$ cat src/rtl/sdram_refresh_sched.sv
// Non-data SDRAM command sequencer: powerup init (PRECHARGE-ALL, N x AUTO-REFRESH, LMR)
// followed by periodic refresh scheduling with JEDEC-style postponement while the datapath is busy.
`timescale 1ns/1ps
module sdram_refresh_sched #(
  parameter int TREF_SIZE        = 16,
  parameter int TIMER_SIZE       = 4,
  parameter int MAX_POSTPONE     = 8,
  parameter int INIT_REFRESH_CNT = 8,
  parameter int MODE_SIZE        = 13
) (
  input  logic                                  HCLK,
  input  logic                                  HRESET,
  input  logic                                  init_start_i,
  input  logic [TREF_SIZE-1:0]                  tref_i,
  input  logic [TIMER_SIZE-1:0]                 trp_i,
  input  logic [TIMER_SIZE-1:0]                 trfc_i,
  input  logic [TIMER_SIZE-1:0]                 tmrd_i,
  input  logic [MODE_SIZE-1:0]                  mode_i,
  input  logic                                  bank_idle_i,
  output logic                                  cmd_req_o,
  output logic [1:0]                            cmd_o,
  input  logic                                  cmd_ack_i,
  output logic [MODE_SIZE-1:0]                  mode_o,
  output logic                                  hold_o,
  output logic                                  init_done_o,
  output logic [$clog2(MAX_POSTPONE+1)-1:0]     pending_o,
  output logic                                  ovf_o
);

  localparam int PEND_W = $clog2(MAX_POSTPONE+1);
  localparam int IR_W   = $clog2(INIT_REFRESH_CNT+1);
  localparam logic [PEND_W-1:0] PEND_MAX = PEND_W'(MAX_POSTPONE);
  localparam logic [IR_W-1:0]   IR_MAX   = IR_W'(INIT_REFRESH_CNT);

  localparam logic [1:0] CMD_NOP = 2'b00;
  localparam logic [1:0] CMD_PRE = 2'b01;
  localparam logic [1:0] CMD_REF = 2'b10;
  localparam logic [1:0] CMD_LMR = 2'b11;

  typedef enum logic [3:0] {
    S_WAIT_INIT, S_I_PRE, S_I_TRP, S_I_REF, S_I_TRFC, S_I_LMR, S_I_TMRD,
    S_IDLE, S_R_PRE, S_R_TRP, S_R_REF, S_R_TRFC
  } state_t;

  state_t                r_state;
  state_t                w_next;
  logic [TIMER_SIZE-1:0] r_gap;
  logic [IR_W-1:0]       r_init_refs;
  logic                  r_init_done;
  logic [MODE_SIZE-1:0]  r_mode;
  logic [TREF_SIZE-1:0]  r_tick_cnt;
  logic                  r_tick_armed;
  logic [PEND_W-1:0]     r_pending;
  logic                  r_ovf;
  logic                  w_ack;
  logic                  w_gap_done;
  logic                  w_tick;
  logic                  w_ref_ack;

  assign w_ack      = cmd_req_o & cmd_ack_i;
  assign w_gap_done = (r_gap == '0);
  assign w_ref_ack  = (r_state == S_R_REF) & cmd_ack_i;
  assign w_tick     = r_init_done & (tref_i != '0) & r_tick_armed & (r_tick_cnt == '0);

  always_ff @(posedge HCLK or posedge HRESET) begin
    if (HRESET) r_state <= S_WAIT_INIT;
    else        r_state <= w_next;
  end

  always_comb begin
    w_next = r_state;
    case (r_state)
      S_WAIT_INIT: if (init_start_i) w_next = S_I_PRE;
      S_I_PRE:     if (cmd_ack_i)    w_next = S_I_TRP;
      S_I_TRP:     if (w_gap_done)   w_next = S_I_REF;
      S_I_REF:     if (cmd_ack_i)    w_next = S_I_TRFC;
      S_I_TRFC:    if (w_gap_done)   w_next = (r_init_refs == IR_MAX) ? S_I_LMR : S_I_REF;
      S_I_LMR:     if (cmd_ack_i)    w_next = S_I_TMRD;
      S_I_TMRD:    if (w_gap_done)   w_next = S_IDLE;
      S_IDLE:      if ((r_pending != '0) && bank_idle_i) w_next = S_R_PRE;
      S_R_PRE:     if (cmd_ack_i)    w_next = S_R_TRP;
      S_R_TRP:     if (w_gap_done)   w_next = S_R_REF;
      S_R_REF:     if (cmd_ack_i)    w_next = S_R_TRFC;
      S_R_TRFC:    if (w_gap_done)   w_next = S_IDLE;
      default:                       w_next = S_WAIT_INIT;
    endcase
  end

  always_comb begin
    cmd_req_o = 1'b0;
    cmd_o     = CMD_NOP;
    hold_o    = 1'b1;
    case (r_state)
      S_WAIT_INIT:       hold_o = 1'b0;
      S_I_PRE, S_R_PRE:  begin cmd_req_o = 1'b1; cmd_o = CMD_PRE; end
      S_I_REF, S_R_REF:  begin cmd_req_o = 1'b1; cmd_o = CMD_REF; end
      S_I_LMR:           begin cmd_req_o = 1'b1; cmd_o = CMD_LMR; end
      S_IDLE:            hold_o = (r_pending == PEND_MAX);
      default:           ;
    endcase
  end

  // Gap timer: loaded on the accepting edge, the wait state leaves once it reads zero
  always_ff @(posedge HCLK or posedge HRESET) begin
    if (HRESET) begin
      r_gap <= '0;
    end else if (w_ack) begin
      case (r_state)
        S_I_PRE, S_R_PRE: r_gap <= trp_i;
        S_I_REF, S_R_REF: r_gap <= trfc_i;
        S_I_LMR:          r_gap <= tmrd_i;
        default:          r_gap <= r_gap;
      endcase
    end else if (!w_gap_done) begin
      r_gap <= r_gap - 1'b1;
    end
  end

  always_ff @(posedge HCLK or posedge HRESET) begin
    if (HRESET) begin
      r_init_refs <= '0;
      r_init_done <= 1'b0;
      r_mode      <= '0;
    end else begin
      if (r_state == S_WAIT_INIT)
        r_init_refs <= '0;
      else if ((r_state == S_I_REF) && w_ack)
        r_init_refs <= r_init_refs + 1'b1;
      if ((r_state == S_I_TMRD) && (w_next == S_IDLE))
        r_init_done <= 1'b1;
      if ((w_next == S_I_LMR) && (r_state != S_I_LMR))
        r_mode <= mode_i;
    end
  end

  // Interval counter: disarmed by tref_i==0 so a new nonzero interval starts a fresh period
  always_ff @(posedge HCLK or posedge HRESET) begin
    if (HRESET) begin
      r_tick_cnt   <= '0;
      r_tick_armed <= 1'b0;
    end else if (tref_i == '0) begin
      r_tick_armed <= 1'b0;
    end else if (r_init_done) begin
      if (!r_tick_armed || (r_tick_cnt == '0)) begin
        r_tick_cnt   <= tref_i - 1'b1;
        r_tick_armed <= 1'b1;
      end else begin
        r_tick_cnt <= r_tick_cnt - 1'b1;
      end
    end
  end

  // A tick and a refresh ack in the same cycle cancel, even at saturation
  always_ff @(posedge HCLK or posedge HRESET) begin
    if (HRESET) begin
      r_pending <= '0;
      r_ovf     <= 1'b0;
    end else if (w_tick && !w_ref_ack) begin
      if (r_pending == PEND_MAX) r_ovf     <= 1'b1;
      else                       r_pending <= r_pending + 1'b1;
    end else if (w_ref_ack && !w_tick) begin
      r_pending <= r_pending - 1'b1;
    end
  end

  assign mode_o      = r_mode;
  assign init_done_o = r_init_done;
  assign pending_o   = r_pending;
  assign ovf_o       = r_ovf;

endmodule
$ cat config.mk
export PLATFORM = sky130hd
export DESIGN_NAME = sdram_refresh_sched
export DESIGN_NICKNAME = d
export VERILOG_FILES = /design/src/rtl/sdram_refresh_sched.sv
export SDC_FILE = /design/constraint.sdc
export NUM_CORES = 1
export LEC_CHECK = 0
export ABC_AREA = 1
export BUFFER_PORTS_ARGS = -buffer_cell sky130_fd_sc_hd__buf_2
export CAP_MARGIN = 40
export CORE_UTILIZATION = 40
export CTS_CLUSTER_SIZE = 30
export DETAILED_ROUTE_END_ITERATION = 16
export GPL_ROUTABILITY_DRIVEN = 1
export PLACE_DENSITY_LB_ADDON = 0.3
export SLEW_MARGIN = 20
export SYNTH_ARGS = -nofsm -noshare
export SYNTH_HDL_FRONTEND = slang
export SYNTH_SLANG_ARGS = --single-unit
$ cat constraint.sdc
create_clock -name HCLK -period 6.8 [get_ports HCLK]
set_input_delay 0.68 -clock HCLK [delete_from_list [all_inputs] [get_ports HCLK]]
set_output_delay 0.68 -clock HCLK [all_outputs]
set_load 0.005 [all_outputs]
Word-level counts from Yosys, hierarchy flattened
Index checks and enable logic that the tools add are counted.
{"block": "classes", "addsub": 6, "n_eq_ne": 19, "mux": 28, "bitwise_logic": 6, "reduce_logical": 29}
{"cell": "4-bit two-way mux", "count": 18}
{"cell": "4-bit one-hot mux with 11 select lines", "count": 1}
{"cell": "16-bit logical NOT", "count": 2}
{"cell": "16-bit by 1-bit subtractor with 16-bit output (second input constant)", "count": 2}
{"cell": "4-bit by 3-bit equality test with 1-bit output (second input constant)", "count": 6}
{"cell": "4-bit equality test (second input constant)", "count": 6}
{"cell": "16-bit two-way mux", "count": 1}
{"cell": "16-bit nonzero test", "count": 1}
{"cell": "4-bit one-hot mux with 3 select lines", "count": 1}
{"cell": "2-bit AND reduction", "count": 5}
{"cell": "4-bit by 1-bit adder with 4-bit output (second input constant)", "count": 2}
{"cell": "4-bit by 2-bit equality test with 1-bit output (second input constant)", "count": 2}
{"cell": "4-bit logical NOT", "count": 2}
{"cell": "2-bit nonzero test", "count": 4}
{"cell": "4-bit by 1-bit subtractor with 4-bit output (second input constant)", "count": 2}
{"cell": "1-bit logical AND", "count": 6}
{"cell": "2-bit one-hot mux with 3 select lines", "count": 1}
{"cell": "2-bit OR reduction", "count": 3}
{"cell": "1-bit AND", "count": 5}
{"cell": "5-bit OR reduction", "count": 1}
{"cell": "4-bit by 1-bit equality test with 1-bit output (second input constant)", "count": 1}
{"cell": "1-bit two-way mux", "count": 4}
{"cell": "2-bit != test (second input constant)", "count": 2}
{"cell": "4-bit by 1-bit != test with 1-bit output (second input constant)", "count": 1}
{"cell": "7 further kinds", "count": 9}
{"block": "totals", "reg_bits": 48, "in_bits": 46, "output_inout_bits": 23, "elab_cells": 97}

Longest topological paths before layout
Gate-level depths: netlist of run 1.
{"block": "logic_depth", "depth_word": 8, "ltp_mapped": 16, "mapped_depth_nobuf": 16}

Worst setup path before layout of run 1
OpenSTA, ideal clock, no wires.
{"block": "synth_path", "path_type": "input to register", "start": "in tref_i[5]", "end": "reg r_pending[3] (netlist: pending_o[3])", "setup_time_ns": 0.117, "arrival_time_ns": 2.222, "required_ns": 6.683, "setup_slack_ns": 4.461, "stages": 16, "n_path_buf": 0, "path_cell_list": "inv_1 nand4_1 nor2_1 nand2_1 nand2_1 nor4_2 inv_1 ha_1 nand2_1 nand2_1 a31oi_1 inv_1 nand2_1 nand3_1 nand2_1 nand2_1"}
{"block": "synth_via", "elab_chain_cells": 8, "elab_cells_between_ends": 11, "cone_classes": "1 x eq/ne; 1 x mux; 3 x bitwise; 6 x reduce/logical"}
{"item": "start, declared", "line_no": "14", "text": "input logic [TREF_SIZE-1:0] tref_i,"}
{"item": "16-bit nonzero test (*)", "line_no": "63", "text": "assign w_tick = r_init_done & (tref_i != '0) & r_tick_armed & (r_tick_cnt == '0);"}
{"item": "1-bit AND (*) (3 in series)", "line_no": "63"}
{"item": "1-bit logical NOT", "line_no": "161", "text": "end else if (w_ref_ack && !w_tick) begin"}
{"item": "1-bit logical AND", "line_no": "161"}
{"item": "2-bit nonzero test (no source line)"}
{"item": "2-bit AND reduction (no source line)"}
{"item": "end signal, assigned", "line_no": "160", "text": "else r_pending <= r_pending + 1'b1;"}
{"item": "end signal, assigned", "line_no": "162", "text": "r_pending <= r_pending - 1'b1;"}
{"item": "end, declared", "line_no": "53", "text": "logic [PEND_W-1:0] r_pending;"}
Every way passes the cells marked *; elsewhere a longest branch is shown, timed or not.
A chain may end at the register's enable or synchronous reset.

Worst setup path after layout of run 1
Same ends and word-level chain as after synthesis.

==> results of run 1 <==
==> cell usage after synthesis, types with 2 or more instances <==
library cell / instances / area share, %
o21ai_0: 31 / 4.5
buf_2: 4 / 0.58
inv_1: 60 / 6.5
dfrtp_1: 48 / 35
nor2_4: 7 / 2.3
o21ai_1: 3 / 0.44
ha_1: 6 / 2.2
nand3b_1: 4 / 0.87
a22oi_1: 5 / 1.1
o21ai_2: 2 / 0.51
a21oi_1: 9 / 1.3
buf_6: 4 / 1.3
xor2_1: 3 / 0.76
o22ai_1: 3 / 0.55
nand4_1: 7 / 1.3
o21bai_1: 2 / 0.44
nand2_4: 2 / 0.65
xnor2_1: 2 / 0.51
nand3_1: 47 / 6.8
nor3_1: 2 / 0.29
nor2_2: 10 / 1.8
nand4_2: 2 / 0.73
nand2_1: 155 / 17
inv_2: 4 / 0.44
a31oi_1: 5 / 0.91
nor2_1: 35 / 3.8
nand2_2: 11 / 2.0
==> state kept, by name (all words and copies together), names as in the netlist <==
register	cells
r_state	4
ovf_o	1
pending_o	4
r_tick_cnt	16
init_done_o	1
mode_o	13
r_tick_armed	1
r_init_refs	4
r_gap	4
==> metrics by stage <==
stage | hold slack, ps | area [sq um]
2_1_floorplan | 444.9 | 3442
3_3_place_gp | 456.2 | 3819
3_5_place_dp | 483.8 | 3854
4_1_cts | 344.1 | 3969
5_1_grt | 358.8 | 3969
6_report | 342.5 | 3969
==> worst paths after layout <==
path,startpoint,endpoint,slack [ps],depth (start not counted)
min in group HCLK,ovf_o,ovf_o,500,1
max in group asynchronous,HRESET,r_state[2],5950,3
min,HRESET,mode_o[6],340,2
max reg2reg,r_tick_cnt[4],pending_o[3],4210,15
max,tref_i[5],pending_o[3],4150,17
min reg2reg,ovf_o,ovf_o,500,1
==> area by class of cell <==
type / instances / area (sq um) / share of cell area [%]
Tap cell: 105 / 131.4 / 3.310
Sequential cell: 48 / 1201 / 30.26
Multi-Input combinational cell: 367 / 1902 / 47.92
Clock inverter: 3 / 46.29 / 1.166
Inverter: 65 / 244.0 / 6.148
Timing Repair Buffer: 70 / 375.4 / 9.458
Clock buffer: 5 / 68.82 / 1.734
==> kinds of logic after synthesis <==
family,after synthesis,synth area share (%)
compound gates,63,10.40
xor+xnor,5,1.272
fa+ha+maj,7,2.763
buf+inv,77,9.851
flops,48,34.90
simple gates,292,40.82
==> worst register-to-register path: cells and delay by family, from the launching register on <==
kind | cells | cell delay, ps
AO/OA/AOI/OAI | 1 | 190
adder cells (fa/ha/maj) | 1 | 340
buffers and inverters | 2 | 210
flip-flops | 1 | 400
AND/OR/NAND/NOR | 11 | 1350
==> per-layer routing <==
layer | part of all wire [%] | wire [microns] | track usage [%] | vias up
met5 | 0 | 0 | 0 | -
met4 | 0.97 | 76 | 6.944 | 0
met3 | 3.7 | 289 | 2.899 | 6
met2 | 47 | 3714 | 31.06 | 69
met1 | 48 | 3740 | 25.10 | 1487
li1 | - | - | - | 1702
==> power by group through the flow <==
stage	Combinational [uW]	Sequential [uW]	Clock, uW
2_1_floorplan	501	462	0
3_3_place_gp	658	475	0
3_5_place_dp	671	474	0
4_1_cts	671	472	222
5_1_grt	768	486	232
6_report	667	473	213
==> metrics.cfg, run 1 <==
[outcome]
status = finished, final reports clean

[timing]
slew_violations = 0
relSlewSlack_pct = 61.84
worstMarginPinSlew_ps = 568.9
finalSetupViolCount = 0
fin_crit_sh_pct = 38.90
rsz0062_at_grt = no
fin_skew_ps = 7.980
clock.fmax_ghz = 0.3780
final-hold-violation-count = 0
setup_ws_ps = 4155
setup_tns_ps = 0
fin_crit_ps = 2645

[placed_design]
dpl.hpwl_microns = 5993
dp.cells = 655
gp_congestion = 0.8879
post-place-ws_ps = 3849
portBuffers = 68

[power]
powerDensity_mw_per_mm2 = 341.1
p_comb_share_pct = 49.3
vdd.ir_drop.worst_uv = 174.1
p_clk_share_pct = 15.7
p_int_uw = 754.9
pwr-share-seq_pct = 35.0
finalPower_uw = 1354
switching_share_pct = 44.24
p_sw_uw = 598.9
p_leak_uw = 0.002121

[run]
maxCapViolations = 0

[floorplanning]
die_w_microns = 94.77
dieArea_sq_mm = 0.008980
pin_count = 69
row_count = 33
dieHeight_microns = 94.77
core_area_sq_mm = 0.008258
start_util_pct = 41.68

[clocking]
cts.repair.resized = 0
cts_buffers = 5
postCtsHoldBufs = 0
htreeDepth = 2
post_cts_buffers = 0
path_clk_slew_ps = 90
clock_path_buffers = 2
clock-sinks = 48
clockRootBuffer = clkbuf_8
cts_tree = done
worstSkewPairLatency_ps = 310

[setup_path]
cp.arrival_ps = 2850
crit_top_cell = nand2_1
critPathMaxStageDelay_ps = 340
critPathKind = in2reg
path_cells = buf_2, inv_1, nand4_1, nor2_1, nand2_1, nand2_1, nor4_2, inv_1, ha_1, nand2_1, nand2_1, a31oi_1, inv_1, nand2_1, nand3_1, nand2_1, nand2_1
endpoint_kind = flip-flop
worstPathMaxFanout = 17
required_ps = 7000
critPathSlowestCell = nand2_1
crit_path_start_kind = input pin
crit_buf_inv = 4
crit_family = simple AND/OR/NAND/NOR gates

[drt]
drt-initial-drc-count = 103
wire_per_inst_microns = 11.80
drc_errors = 0
vias = 3264
firstDrtPassIters = 4
drt_wl_total_microns = 7822
antenna_left = 0
vias_per_cell = 4.923

[logic_synthesis]
ys_seq_area_share_pct = 34.90
ys_types = 46
syn_inst = 492
avgSynthCellArea_sq_um = 6.996
ys_seq_elements = 48
ys.flop_type = dfrtp_1
synth_nets = 545
synth_edf_count = 0
async_flop_share_pct = 100.0
yosys_warnings = 0
syn_area_sq_mm = 0.003442

[finish]
final_cell_mix = 155 x nand2_1, 68 x buf_2, 59 x inv_1
utilization_pct = 48.06
final_common_cell = nand2_1
synthToLayoutAreaGrowth_pct = 15.30
antenna_cells = 0
drive_gt1_share_pct = 22.22
nNetsFinal = 610
fill_cells = 833
instances_no_fill = 663

[global_route]
track_usage_pct = 18.92
grt_max_degree = 34
grt_pass1_wl_microns = 13440
grt-ovfl-total = 0
antenna_found_initial = 0
grt_pass1_vias = 3053

[worst_hold_path]
worstHoldPathType = in2async

Power figures use the tool's default switching activity.
==> run 2: changes to the inputs <==
Settings changed: ABC_AREA 1 to 0.
Clock period 6.8 ns to 2.3 ns, I/O delays scaled along.
==> run 2 against run 1 <==
  * The flow now finishes with violations (setup timing)
  * Final area is 26% higher
  * Clock-buffer cell count stayed put
  * Combinational power grew to 4.3 times the previous value
  * Via count is 10% higher
  * Non-clock buffer count is 109 higher
  * Largest cell class unchanged
  * Highest routed layer unchanged
==> metrics.cfg, run 2 <==
[clocking]
cts_buffers = 5
cts_tree = done
postCtsHoldBufs = 0
path_clk_slew_ps = 100
clock_path_buffers = 2
clockRootBuffer = clkbuf_8
htreeDepth = 2
worstSkewPairLatency_ps = 300
clock-sinks = 48

[logic_synthesis]
avgSynthCellArea_sq_um = 9.212
syn_area_sq_mm = 0.003279
synth_nets = 409
synth_commonest_cells = 48 x dfrtp_1, 27 x nor2_1, 26 x a21oi_1, 22 x nand2_1, 17 x o21ai_0
ys_seq_elements = 48
ys_types = 69
ys.flop_type = dfrtp_1
yosys_warnings = 0
ys_seq_area_share_pct = 36.63
synth_edf_count = 0
synth_top_area_cell = dfrtp_1
async_flop_share_pct = 100.0
synthTopCellsByArea = dfrtp_1 37%, mux2_2 5.2%, a21oi_1 4.0%
synth_most_common_cell = dfrtp_1
syn_inst = 356
synth_top_area_share_pct = 36.63

[finish]
final_common_cell = buf_4
largest_reg_flops = 16
nNetsFinal = 575
regMostFlops = r_tick_cnt
utilization_pct = 63.95
synthToLayoutAreaGrowth_pct = 53.03
drive_gt1_share_pct = 50.48
final_cell_mix = 95 x buf_4, 68 x buf_2, 48 x dfrtp_1
instances_no_fill = 625
antenna_cells = 0
fill_cells = 666

[drt]
vias_per_cell = 5.765
wire_per_inst_microns = 16.55
drt_wl_total_microns = 10340
drt-initial-drc-count = 189
firstDrtPassIters = 4
vias = 3603
antenna_left = 0
drc_errors = 0

[global_route]
grt_pass1_wl_microns = 16330
grt_max_degree = 49
grt-ovfl-total = 0
grt_pass1_vias = 3472
antenna_found_initial = 0
track_usage_pct = 23.74

[power]
finalPower_uw = 4874
switching_share_pct = 39.23
p_sw_uw = 1912
powerDensity_mw_per_mm2 = 971.3
pwr-share-seq_pct = 28.2
p_int_uw = 2962
vdd.ir_drop.worst_uv = 458.2
p_clk_share_pct = 12.8
p_leak_uw = 0.002260
p_comb_share_pct = 58.9

[floorplanning]
row_count = 32
pin_count = 69
dieArea_sq_mm = 0.008565
start_util_pct = 41.79
core_area_sq_mm = 0.007848
dieHeight_microns = 92.55
die_w_microns = 92.55

[setup_path]
worstPathMaxFanout = 3
reg2reg_depth = 12
critPathKind = reg2reg
r2r_slack_ps = -1260
cp.arrival_ps = 3740
rr_startpoint = r_tick_cnt[0]
endpoint_kind = flip-flop
crit_path_start_kind = flip-flop
required_ps = 2480
r2r-end = r_tick_cnt[14]

[timing]
rsz0062_at_grt = yes
final-hold-violation-count = 0
fin_skew_ps = 6.158
finalSetupViolCount = 30
clock.fmax_ghz = 0.2807
setup_ws_ps = -1262
relSlewSlack_pct = 49.78
fin_crit_sh_pct = 154.9
worstMarginPinSlew_ps = 746.4
slew_violations = 0
fin_crit_ps = 3562

[outcome]
violations = setup timing
status = finished with violations

[placed_design]
post-place-ws_ps = -1321
gp_congestion = 0.9021
portBuffers = 68
dpl.hpwl_microns = 7072
dp.cells = 599

[run]
maxCapViolations = 0

[worst_hold_path]
worstHoldPathType = in2async

run 2: cell families (layout without fill, tap and decap cells):
| family | count (synthesis) | count (layout) | synth area share [%] |
|---|---|---|---|
| simple gates | 124 | 124 | 21.25 |
| flops | 48 | 48 | 36.63 |
| xor+xnor | 14 | 14 | 3.739 |
| fa+ha+maj | 7 | 7 | 2.900 |
| buf+inv | 33 | 200 | 4.807 |
| compound gates | 111 | 111 | 24.30 |
| mux | 19 | 19 | 6.372 |
run 2: layout make-up:
cell class	count	area (sq um)	share of cell area (%)
clock inverter	3	42.54	0.8477
sequential	48	1201	23.93
timing repair buffer	179	1282	25.55
inverter	13	48.80	0.9723
tap	102	127.6	2.543
clock buffer	5	68.82	1.371
multi-input combinational	275	2247	44.78
run 2: how the worst max path moves through the flow:
stage              startpoint        endpoint  slack, ps  cells past startpoint
2_1_floorplan  r_tick_cnt[11]  r_tick_cnt[10]      -1530                     14
3_3_place_gp   r_tick_cnt[11]  r_tick_cnt[12]      -1210                     11
3_5_place_dp   r_tick_cnt[11]  r_tick_cnt[10]      -1320                     11
4_1_cts        r_tick_cnt[11]  r_tick_cnt[12]      -1200                     12
5_1_grt         r_tick_cnt[0]  r_tick_cnt[14]      -1420                     12
6_report        r_tick_cnt[0]  r_tick_cnt[14]      -1260                     12
run 2: per-stage QoR:
step	cell area, sq um	hold WS [ps]	TNS, ps
6_report	5019	82.04	-13130
5_1_grt	5019	135.8	-16770
4_1_cts	4800	97.12	-11410
3_5_place_dp	4428	429.3	-12110
3_3_place_gp	4428	425.8	-11140
2_1_floorplan	3363	380.5	-11990
run 2: worst max-delay path, stage by stage (launching register included):
cell      delay, ps
dfrtp_1         390
or4_4           540
or4_4           450
o21ai_4         210
mux2i_2         280
ha_2            220
or4b_4          490
nor3_4          150
buf_4           140
o311ai_0        140
a21o_1          190
a21oi_1         140
o211ai_1         90
run 2: power by group through the flow:
| stage | clock (uW) | sequential (uW) | combinational [uW] |
|---|---|---|---|
| after floorplan | 0 | 1400 | 1350 |
| after global placement | 0 | 1360 | 2350 |
| after detailed placement | 0 | 1380 | 2400 |
| after CTS | 644 | 1370 | 2570 |
| after global routing | 688 | 1420 | 3110 |
| final | 625 | 1380 | 2870 |
run 2: repair_timing:
action                                  4_1_cts  5_1_grt
cloned                                        0        1
setup buffers                                13        7
resized for setup                            33       42
endpoints found under the setup margin       18       33
pin swaps                                    19       21
run 2: layer usage:
| metal | global-route usage [%] | vias up | routed length, microns |
|---|---|---|---|
| met2 | 38.52 | 142 | 5043 |
| met5 | 0 | - | 0 |
| met3 | 3.530 | 29 | 502 |
| met1 | 31.31 | 1754 | 4426 |
| li1 | - | 1678 | - |
| met4 | 10.42 | 0 | 370 |
==> run 3: changes to the inputs <==
Settings changed: GPL_ROUTABILITY_DRIVEN 1 to 0, REMOVE_ABC_BUFFERS set to 1.
==> run 3 against run 2 <==
  * The flow still finishes with violations (setup timing)
  * Worst hold slack lost 61 ps
  * Critical path type unchanged
  * Setup slack lost 73 ps
  * Global-route usage grew 0.15 points
  * Final cell count shrank 0.16%
  * Register-to-register slack lost 70 ps
  * Final area shrank 1.4%
  * Largest cell class unchanged
  * First-iteration DRC count grew 37%
  * Combinational power grew 2%
  * Clock power grew 6.1%
  * Critical endpoint is now r_tick_cnt[12]
  * Highest routed layer unchanged
  * Utilization shrank 0.88 points
  * Via count shrank 0.14%
==> metrics.cfg, run 3 (same netlist as run 2, synthesis figures left out) <==
[outcome]
status = finished with violations
violations = setup timing

[timing]
final-hold-violation-count = 0
relSlewSlack_pct = 52.05
fin_crit_sh_pct = 158.1
setup_tns_ps = -11230
clock.fmax_ghz = 0.2751
fin_skew_ps = 9.469
slew_violations = 0
setup_ws_ps = -1336
fin_crit_ps = 3636
rsz0062_at_grt = yes
worstMarginPinSlew_ps = 712.7
finalSetupViolCount = 17

[floorplanning]
pin_count = 69
core_area_sq_mm = 0.007848
start_util_pct = 41.79
row_count = 32
die_w_microns = 92.55
dieHeight_microns = 92.55
dieArea_sq_mm = 0.008565

[clocking]
htreeDepth = 2
clockRootBuffer = clkbuf_8
cts_buffers = 5
cts_tree = done
worstSkewPairLatency_ps = 300
path_clk_slew_ps = 90
postCtsHoldBufs = 0
clock_path_buffers = 2
clock-sinks = 48

[setup_path]
crit_top_cell = or4_4
endpoint_kind = flip-flop
crit_path_start_kind = flip-flop
critPathMaxStageDelay_ps = 540
critPathSlowestCell = or4_4
critPathKind = reg2reg
path_cells = or4_4, or4_4, o21ai_4, mux2i_2, ha_2, or4b_4, nor3_4, buf_4, o2111a_1, a21oi_1, nor3_1, a211oi_2
rr_startpoint = r_tick_cnt[13]
reg2reg_depth = 12
required_ps = 2480
r2r_slack_ps = -1340
worstPathMaxFanout = 4
r2r-end = r_tick_cnt[12]
cp.arrival_ps = 3820

[finish]
regMostFlops = r_tick_cnt
final_common_cell = buf_4
antenna_cells = 0
final_cell_mix = 101 x buf_4, 68 x buf_2, 46 x dfrtp_1
drive_gt1_share_pct = 50.19
nNetsFinal = 574
synthToLayoutAreaGrowth_pct = 50.93
largest_reg_flops = 16

[placed_design]
dpl.hpwl_microns = 7120
portBuffers = 68

[drt]
wire_per_inst_microns = 16.48
drt-initial-drc-count = 259
drt_wl_total_microns = 10280
vias = 3598
vias_per_cell = 5.766
antenna_left = 0
drc_errors = 0
firstDrtPassIters = 5

[worst_hold_path]
worstHoldPathType = in2async

[power]
vdd.ir_drop.worst_uv = 685.3
p_comb_share_pct = 58.7
powerDensity_mw_per_mm2 = 1007
p_leak_uw = 0.002248
pwr-share-seq_pct = 27.9
finalPower_uw = 4984
p_int_uw = 3049
p_clk_share_pct = 13.3
switching_share_pct = 38.82
p_sw_uw = 1935

[global_route]
grt-ovfl-total = 0
antenna_found_initial = 0
grt_pass1_wl_microns = 16390
grt_max_degree = 32
grt_pass1_vias = 3528
track_usage_pct = 23.89

[run]
maxCapViolations = 0

-- run 3: worst max path at each step --
stage	from	end	slack [ps]
floorplan	r_tick_cnt[13]	r_tick_cnt[12]	-2000
global placement	r_tick_cnt[13]	r_tick_cnt[12]	-1470
detailed placement	r_tick_cnt[13]	r_tick_cnt[12]	-1560
CTS	r_tick_cnt[0]	r_tick_cnt[10]	-1220
global route	r_tick_cnt[0]	r_tick_cnt[12]	-1420
finish	r_tick_cnt[13]	r_tick_cnt[12]	-1340
-- run 3: metrics by stage --
stage               instances  area [sq um]  hold slack (ps)  util (%)  setup WS (ps)
floorplan                 336          3171            380.5         -          -1997
global placement          601          4352            366.5     55.45          -1474
detailed placement        601          4352            366.9     55.45          -1562
CTS                       619          4791            34.87     61.05          -1225
global route              624          4950            61.67     63.07          -1422
finish                    624          4950            21.02     63.07          -1336
-- run 3: final cells by class --
cell class	instances	area, sq um
Fill cell	661	2898
Timing Repair Buffer	178	1200
Sequential cell	48	1204
Tap cell	102	127.6
Clock inverter	1	30.03
Inverter	13	48.80
Multi-Input combinational cell	275	2243
Clock buffer	7	96.34
-- run 3: power by group through the flow --
stage | Clock (uW) | Sequential (uW) | Combinational [uW]
2_1_floorplan | 0 | 1440 | 1140
3_3_place_gp | 0 | 1360 | 2300
3_5_place_dp | 0 | 1370 | 2360
4_1_cts | 681 | 1380 | 2730
5_1_grt | 713 | 1430 | 3160
6_report | 663 | 1390 | 2930
-- run 3: worst max-delay path, delay by kind of cell, from the launching register on --
kind | cells | cell delay [ps]
buf+inv | 1 | 140
compound gates | 4 | 540
fa+ha+maj | 1 | 210
simple gates | 5 | 1970
mux | 1 | 260
flops | 1 | 390
-- run 3: what timing repair did --
action,in CTS,in global routing
endpoints found under the setup margin,31,33
resized for setup,62,29
pin swaps,22,20
cloned,1,0
buffers inserted,9,8
-- run 3: metal layers --
metal  routed length, microns  vias up  GRT usage [%]
met4                      288        0          9.245
met3                      591       26          3.202
met5                        0        -              0
met2                     5152      149          40.68
met1                     4248     1751          30.63
li1                         -     1672              -
